==> config.mk <==
export PLATFORM = sky130hd
export DESIGN_NAME = seq_mult16
export DESIGN_NICKNAME = d
export VERILOG_FILES = /design/src/rtl/alu_pkg.sv /design/src/rtl/add16c.sv /design/src/rtl/seq_mult16.sv
export SDC_FILE = /design/constraint.sdc
export NUM_CORES = 1
export LEC_CHECK = 0
export ABC_AREA = 1
export BUFFER_PORTS_ARGS = -buffer_cell sky130_fd_sc_hd__clkbuf_2
export CAP_MARGIN = 20
export CELL_PAD_IN_SITES_DETAIL_PLACEMENT = 2
export CELL_PAD_IN_SITES_GLOBAL_PLACEMENT = 2
export CORE_MARGIN = 1.5
export CORE_UTILIZATION = 30
export DETAILED_ROUTE_END_ITERATION = 6
export PLACE_DENSITY_LB_ADDON = 0.1
export RECOVER_POWER = 25
export SLEW_MARGIN = 20
export SYNTH_ARGS = -nofsm -noshare
export SYNTH_HDL_FRONTEND = slang
export SYNTH_HIERARCHICAL = 1
export SYNTH_SLANG_ARGS = --single-unit
==> constraint.sdc <==
create_clock -name clk -period 5.2 [get_ports clk]
set_input_delay 1.56 -clock clk [delete_from_list [all_inputs] [get_ports clk]]
set_output_delay 1.56 -clock clk [all_outputs]
set_load 0.1 [all_outputs]
==> src/rtl/alu_pkg.sv <==
// Shared ALU definitions: datapath width and the multiplier FSM state encoding.
package alu_pkg;

    localparam int ALU_W = 16;

    typedef enum logic [1:0] {
        ST_IDLE = 2'd0,
        ST_RUN  = 2'd1,
        ST_DONE = 2'd2
    } state_t;

endpackage

==> src/rtl/add16c.sv <==
// Combinational WIDTH-bit adder with carry-out; carry-in is fixed at zero.
module add16c
    import alu_pkg::*;
#(
    parameter int WIDTH = ALU_W
) (
    input  logic [WIDTH-1:0] a,
    input  logic [WIDTH-1:0] b,
    output logic [WIDTH-1:0] sum,
    output logic             cout
);

    assign {cout, sum} = {1'b0, a} + {1'b0, b};

endmodule

==> src/rtl/seq_mult16.sv <==
// Sequential unsigned shift-and-add multiplier: one add per cycle, WIDTH cycles per product,
// valid/ready handshakes on operand and result sides.
module seq_mult16
    import alu_pkg::*;
#(
    parameter int WIDTH = ALU_W
) (
    input  logic               clk,
    input  logic               rst_n,
    input  logic               in_valid,
    output logic               in_ready,
    input  logic [WIDTH-1:0]   a,
    input  logic [WIDTH-1:0]   b,
    output logic               out_valid,
    input  logic               out_ready,
    output logic [2*WIDTH-1:0] product,
    output logic               busy
);

    localparam int CNT_W = $clog2(WIDTH + 1);

    state_t             state;
    state_t             state_d;
    logic [CNT_W-1:0]   cnt;
    logic [WIDTH-1:0]   mcand;
    logic [2*WIDTH-1:0] acc;
    logic [2*WIDTH-1:0] acc_next;
    logic [WIDTH-1:0]   add_b;
    logic [WIDTH-1:0]   add_sum;
    logic               add_cout;
    logic               last_iter;

    // Add the multiplicand into the high half when the current multiplier bit is set,
    // then shift the whole accumulator right, keeping the carry as the new MSB.
    assign add_b    = acc[0] ? mcand : '0;
    assign acc_next = {add_cout, add_sum, acc[WIDTH-1:1]};

    add16c #(.WIDTH(WIDTH)) u_add (
        .a    (acc[2*WIDTH-1:WIDTH]),
        .b    (add_b),
        .sum  (add_sum),
        .cout (add_cout)
    );

    assign last_iter = (state == ST_RUN) && (cnt == CNT_W'(WIDTH - 1));

    assign in_ready  = (state == ST_IDLE);
    assign busy      = (state == ST_RUN);
    assign out_valid = (state == ST_DONE);

    // NOTE: sequential state uses non-blocking assignments so every register samples
    // pre-edge values, independent of statement order.
    always_ff @(posedge clk or negedge rst_n) begin
        if (!rst_n) begin
            state <= ST_IDLE;
        end else begin
            state <= state_d;
        end
    end

    // NOTE: next-state gets a default before the case so no path leaves it unassigned,
    // which would otherwise infer a latch.
    always_comb begin
        state_d = state;
        case (state)
            ST_IDLE: if (in_valid)  state_d = ST_RUN;
            ST_RUN:  if (last_iter) state_d = ST_DONE;
            ST_DONE: if (out_ready) state_d = ST_IDLE;
            default:                state_d = ST_IDLE;
        endcase
    end

    // product only updates on the final iteration, so a reset mid-run never exposes a
    // partial product.
    always_ff @(posedge clk or negedge rst_n) begin
        if (!rst_n) begin
            cnt     <= '0;
            mcand   <= '0;
            acc     <= '0;
            product <= '0;
        end else begin
            case (state)
                ST_IDLE: begin
                    if (in_valid) begin
                        mcand <= a;
                        acc   <= {{WIDTH{1'b0}}, b};
                        cnt   <= '0;
                    end
                end
                ST_RUN: begin
                    acc <= acc_next;
                    cnt <= cnt + CNT_W'(1);
                    if (last_iter) begin
                        product <= acc_next;
                    end
                end
                default: ;
            endcase
        end
    end

endmodule

# Word-level counts from Yosys, hierarchy flattened

Index checks and enable logic that the tools add are counted.
Widths: inputs -> output; s select.

Input bits: 36
Logic and storage cells: 29
Bits in registers: 87
Output and inout port bits: 35

Reduce and logical (&&, ||, !) cells: 7
Mux-type cells: 9
Equal/unequal tests: 6
$add $sub $neg: 2

Operators by type and width:

| cell                | number |
|---|---|
| $pmux 32 s2         | 1 |
| $mux 32             | 1 |
| $add 16x16->17      | 1 |
| $mux 16             | 1 |
| $pmux 5 s2          | 1 |
| $mux 2              | 3 |
| $pmux 2 s3          | 1 |
| $reduce_and 2->1    | 3 |
| $add 5x1->5 const B | 1 |
| $eq 5x4->1 const B  | 1 |
| $mux 5              | 1 |
| $ne 2x1->1 const B  | 2 |
| $reduce_and 3->1    | 1 |
| $eq 2x1->1 const B  | 1 |
| $eq 2x2->1 const B  | 1 |
| $logic_not 2->1     | 1 |
| $ne 2x2->1 const B  | 1 |
| $reduce_bool 2->1   | 1 |
| $logic_and 1x1->1   | 1 |

# Longest topological paths before layout

Depth in word-level cells: 4
Depth in mapped cells: 15

# Modules after synthesis

Netlist, hierarchy kept.

By module, submodules not included:

| module     | times used | seq. area each (µm²) | area each (µm²) | cells each |
|---|---|---|---|---|
| seq_mult16 | 1          | 2,177.1              | 3,809.9         | 452 |
| add16c     | 1          | 0.0                  | 979.7           | 185 |

# Least setup slack after synthesis

OpenSTA, ideal clock, no wires.

Kind: register -> output
Start point: register state[1]
End point: output port out_valid
Stages on the path, launching flop included: 5
Setup slack: 1.641 ns
Arrival time: 1.999 ns
Cell sequence: dfrtp_1 -> inv_2 -> buf_6 -> buf_2 -> nor2_1

Word-level cells in the longest chain between the ends: 1

RTL lines:

| item                   | line             | source |
|---|---|---|
| start, declared        | seq_mult16.sv:22 | `state_t state;` |
| start signal, assigned | seq_mult16.sv:57 | `state <= state_d;` |
| $eq 2x2->1             | seq_mult16.sv:49 | `assign out_valid = (state == ST_DONE);` |
| end, declared          | seq_mult16.sv:14 | `output logic out_valid,` |

Every way passes these cells.

# Worst setup path in the final report

Start point: register state[1]
End point: output port busy

Word-level cells in the longest chain between the ends: 1

RTL lines:

| item          | line             | source |
|---|---|---|
| $eq 2x1->1    | seq_mult16.sv:48 | `assign busy = (state == ST_RUN);` |
| end, declared | seq_mult16.sv:17 | `output logic busy` |

Every way passes these cells.

==> out/results.ini <==
[routing]
drc=0
wirelength_um=14600
vias=4270
wire_per_inst_um=16.0
routed_via_density=4.68
antenna_left=0
firstDrtPassIters=4
drt-initial-drc-count=98

[layout]
fin_cells=913
final_util=0.352
finalNetCount=749
layout_commonest_cell=nand2_1
nFillCells=1876
areaGrowthSynthToFinish_pct=15.6
layout-drive-gt1-share=0.161
multi_input_area_um2=2130
diodes=0
seq_area_um2=2180
final_cell_mix=nand2_1, dfrtp_1, inv_1, clkbuf_2, nand3_1

[clocking]
cts_root_buf=clkbuf_16
clkSinkCount=87
post_cts_buffers=0
ctsResizeCount=0
path_clk_slew_ns=0.06
ctsHoldBuffers=0
htreeDepth=3
clock_latency_ns=0.35
cts_buffers=9
tritoncts=done
clock_path_buffers=2

[synthesis]
avgSynthCellArea_um2=7.52
ys_seq_area_frac=0.455
yosys_warnings=6
syn_nets=692
ys_seq_elements=87
ys_types=31
synth_area_um2=4790
synthCells=637

[place]
dp_cells=899
gp_congestion=0.777
dp_slack_ns=1.57
port_buffers=70
dpl.hpwl_um=10600

[global_routing]
grt_use_total=0.190
grt_pass1_vias=4815
grt_pass1_wl_um=24400
grt_max_degree=64
grt.overflow.total=0
antenna_found_initial=0

[min_path]
min_path_cells=2
min_from=mcand[15]$_DFFE_PN0P_
holdPathEnd=mcand[15]$_DFFE_PN0P_
min_path_type=flip-flop to flip-flop

[sta]
finalHoldViolations=0
setup_viol=0
report.final.slew_viol_count=64
period_needed_ns=3.93
fin_skew_ns=0.00483
max_slew_margin=-0.142
setup_tns_ns=0
min_period_over_period=0.756
tightest_slew_ns=1.71
fmax_ghz=0.254
finalWorstSetupSlack_ns=1.27
rsz0062_at_grt=no

[setup_path]
r2r-end=product[29]$_DFFE_PN0P_
start_kind=flip-flop
cp.arrival_ns=2.37
crit_fanout=36
cp.required_ns=3.64
endpoint_kind=primary output
reg2regPathDepth=7
r2r_slack_ns=2.49
crit-reg2reg-launch=cnt[0]$_DFFE_PN0P_
crit_type=flip-flop to primary output

[outcome]
status=finished, violations left
violations=max-capacitance violations, max-slew violations

[floorplan]
rows=46
die_w_um=129
fp.dieH_um=129
coreArea_um2=15700
dieArea_um2=16700
start_util=0.305
pin_count=71

[power]
ir_worst_vdd_mv=0.239
p_leak_nw=3.18
power_density_nw_per_um2=695

[job]
drv_cap=1

==> synthesized netlist by cell type, drive strengths merged <==
library cell	number	share of area
o31ai	1	0.0016
inv	75	0.059
nand2	292	0.24
clkbuf	6	0.0047
nand3b	2	0.0031
nor3	3	0.0063
ha	18	0.047
or2	2	0.0026
fa	1	0.0042
o21ai	37	0.040
xnor2	1	0.0018
a211oi	1	0.0016
nand3	59	0.064
xor2	6	0.011
buf	21	0.037
nand4	2	0.0026
a21oi	6	0.0063
dfrtp	87	0.45
and2	1	0.0018
nor2	16	0.015
==> how the worst max path moves through the flow <==
stage	startpoint	to	slack, ns
detailed placement	state[1]$_DFFE_PN0P_	busy	1.57
global route	state[1]$_DFFE_PN0P_	busy	1.11
floorplan	state[1]$_DFFE_PN0P_	out_valid	1.64
global placement	state[1]$_DFFE_PN0P_	busy	1.65
finish	state[1]$_DFFE_PN0P_	busy	1.27
CTS	state[1]$_DFFE_PN0P_	busy	1.20
==> metal layers <==
layer | vias to the layer above | share of wire | GRT usage
met1 | 2143 | 0.43 | 0.218
met4 | 0 | 0.013 | 0.0615
met2 | 47 | 0.54 | 0.364
li1 | 2067 | - | -
met5 | - | 0 | 0
met3 | 13 | 0.020 | 0.0252
==> logic make-up (layout without fill, tap and decap cells) <==
logic type | after synthesis | in the layout | synth area share
compound gates | 45 | 45 | 0.0496
xor+xnor | 7 | 7 | 0.0128
fa+ha+maj | 19 | 19 | 0.0512
buf+inv | 102 | 162 | 0.100
flops | 87 | 87 | 0.455
simple gates | 377 | 377 | 0.332
==> worst max-delay path, cell delays in order (launching register included) <==
cell and delay [ns]:
dfrtp_1 0.41, inv_2 0.29, nand2_4 0.35, inv_2 0.42, clkbuf_2 0.53
==> flip-flops by register name, indices dropped and copies added (netlist names) <==
name	flops
acc	32
product	32
mcand	16
cnt	5
state	2
==> per-stage QoR <==
step / instance area (um2) / hold slack (ns) / total power, W
final: 5540 / 0.475 / 0.00385
after global placement: 5240 / 0.455 / 0.00313
after floorplan: 4790 / 0.442 / 0.00273
after CTS: 5540 / 0.478 / 0.00393
after global routing: 5540 / 0.504 / 0.00417
after detailed placement: 5240 / 0.463 / 0.00321
==> where the power goes <==
group	switching (W)	total [W]	internal (W)
registers	0.000200	0.00115	0.000955
clock network	0.000272	0.000687	0.000415
logic	0.00154	0.00201	0.000465
==> area by class of cell <==
type | count | area share
tap | 216 | 0.0488
timing repair buffer | 73 | 0.0674
inverter | 75 | 0.0509
clock buffer | 10 | 0.0414
multi-input combinational | 448 | 0.385
clock inverter | 4 | 0.0131
sequential | 87 | 0.393
Note: power is estimated with default switching activity, not from simulation.
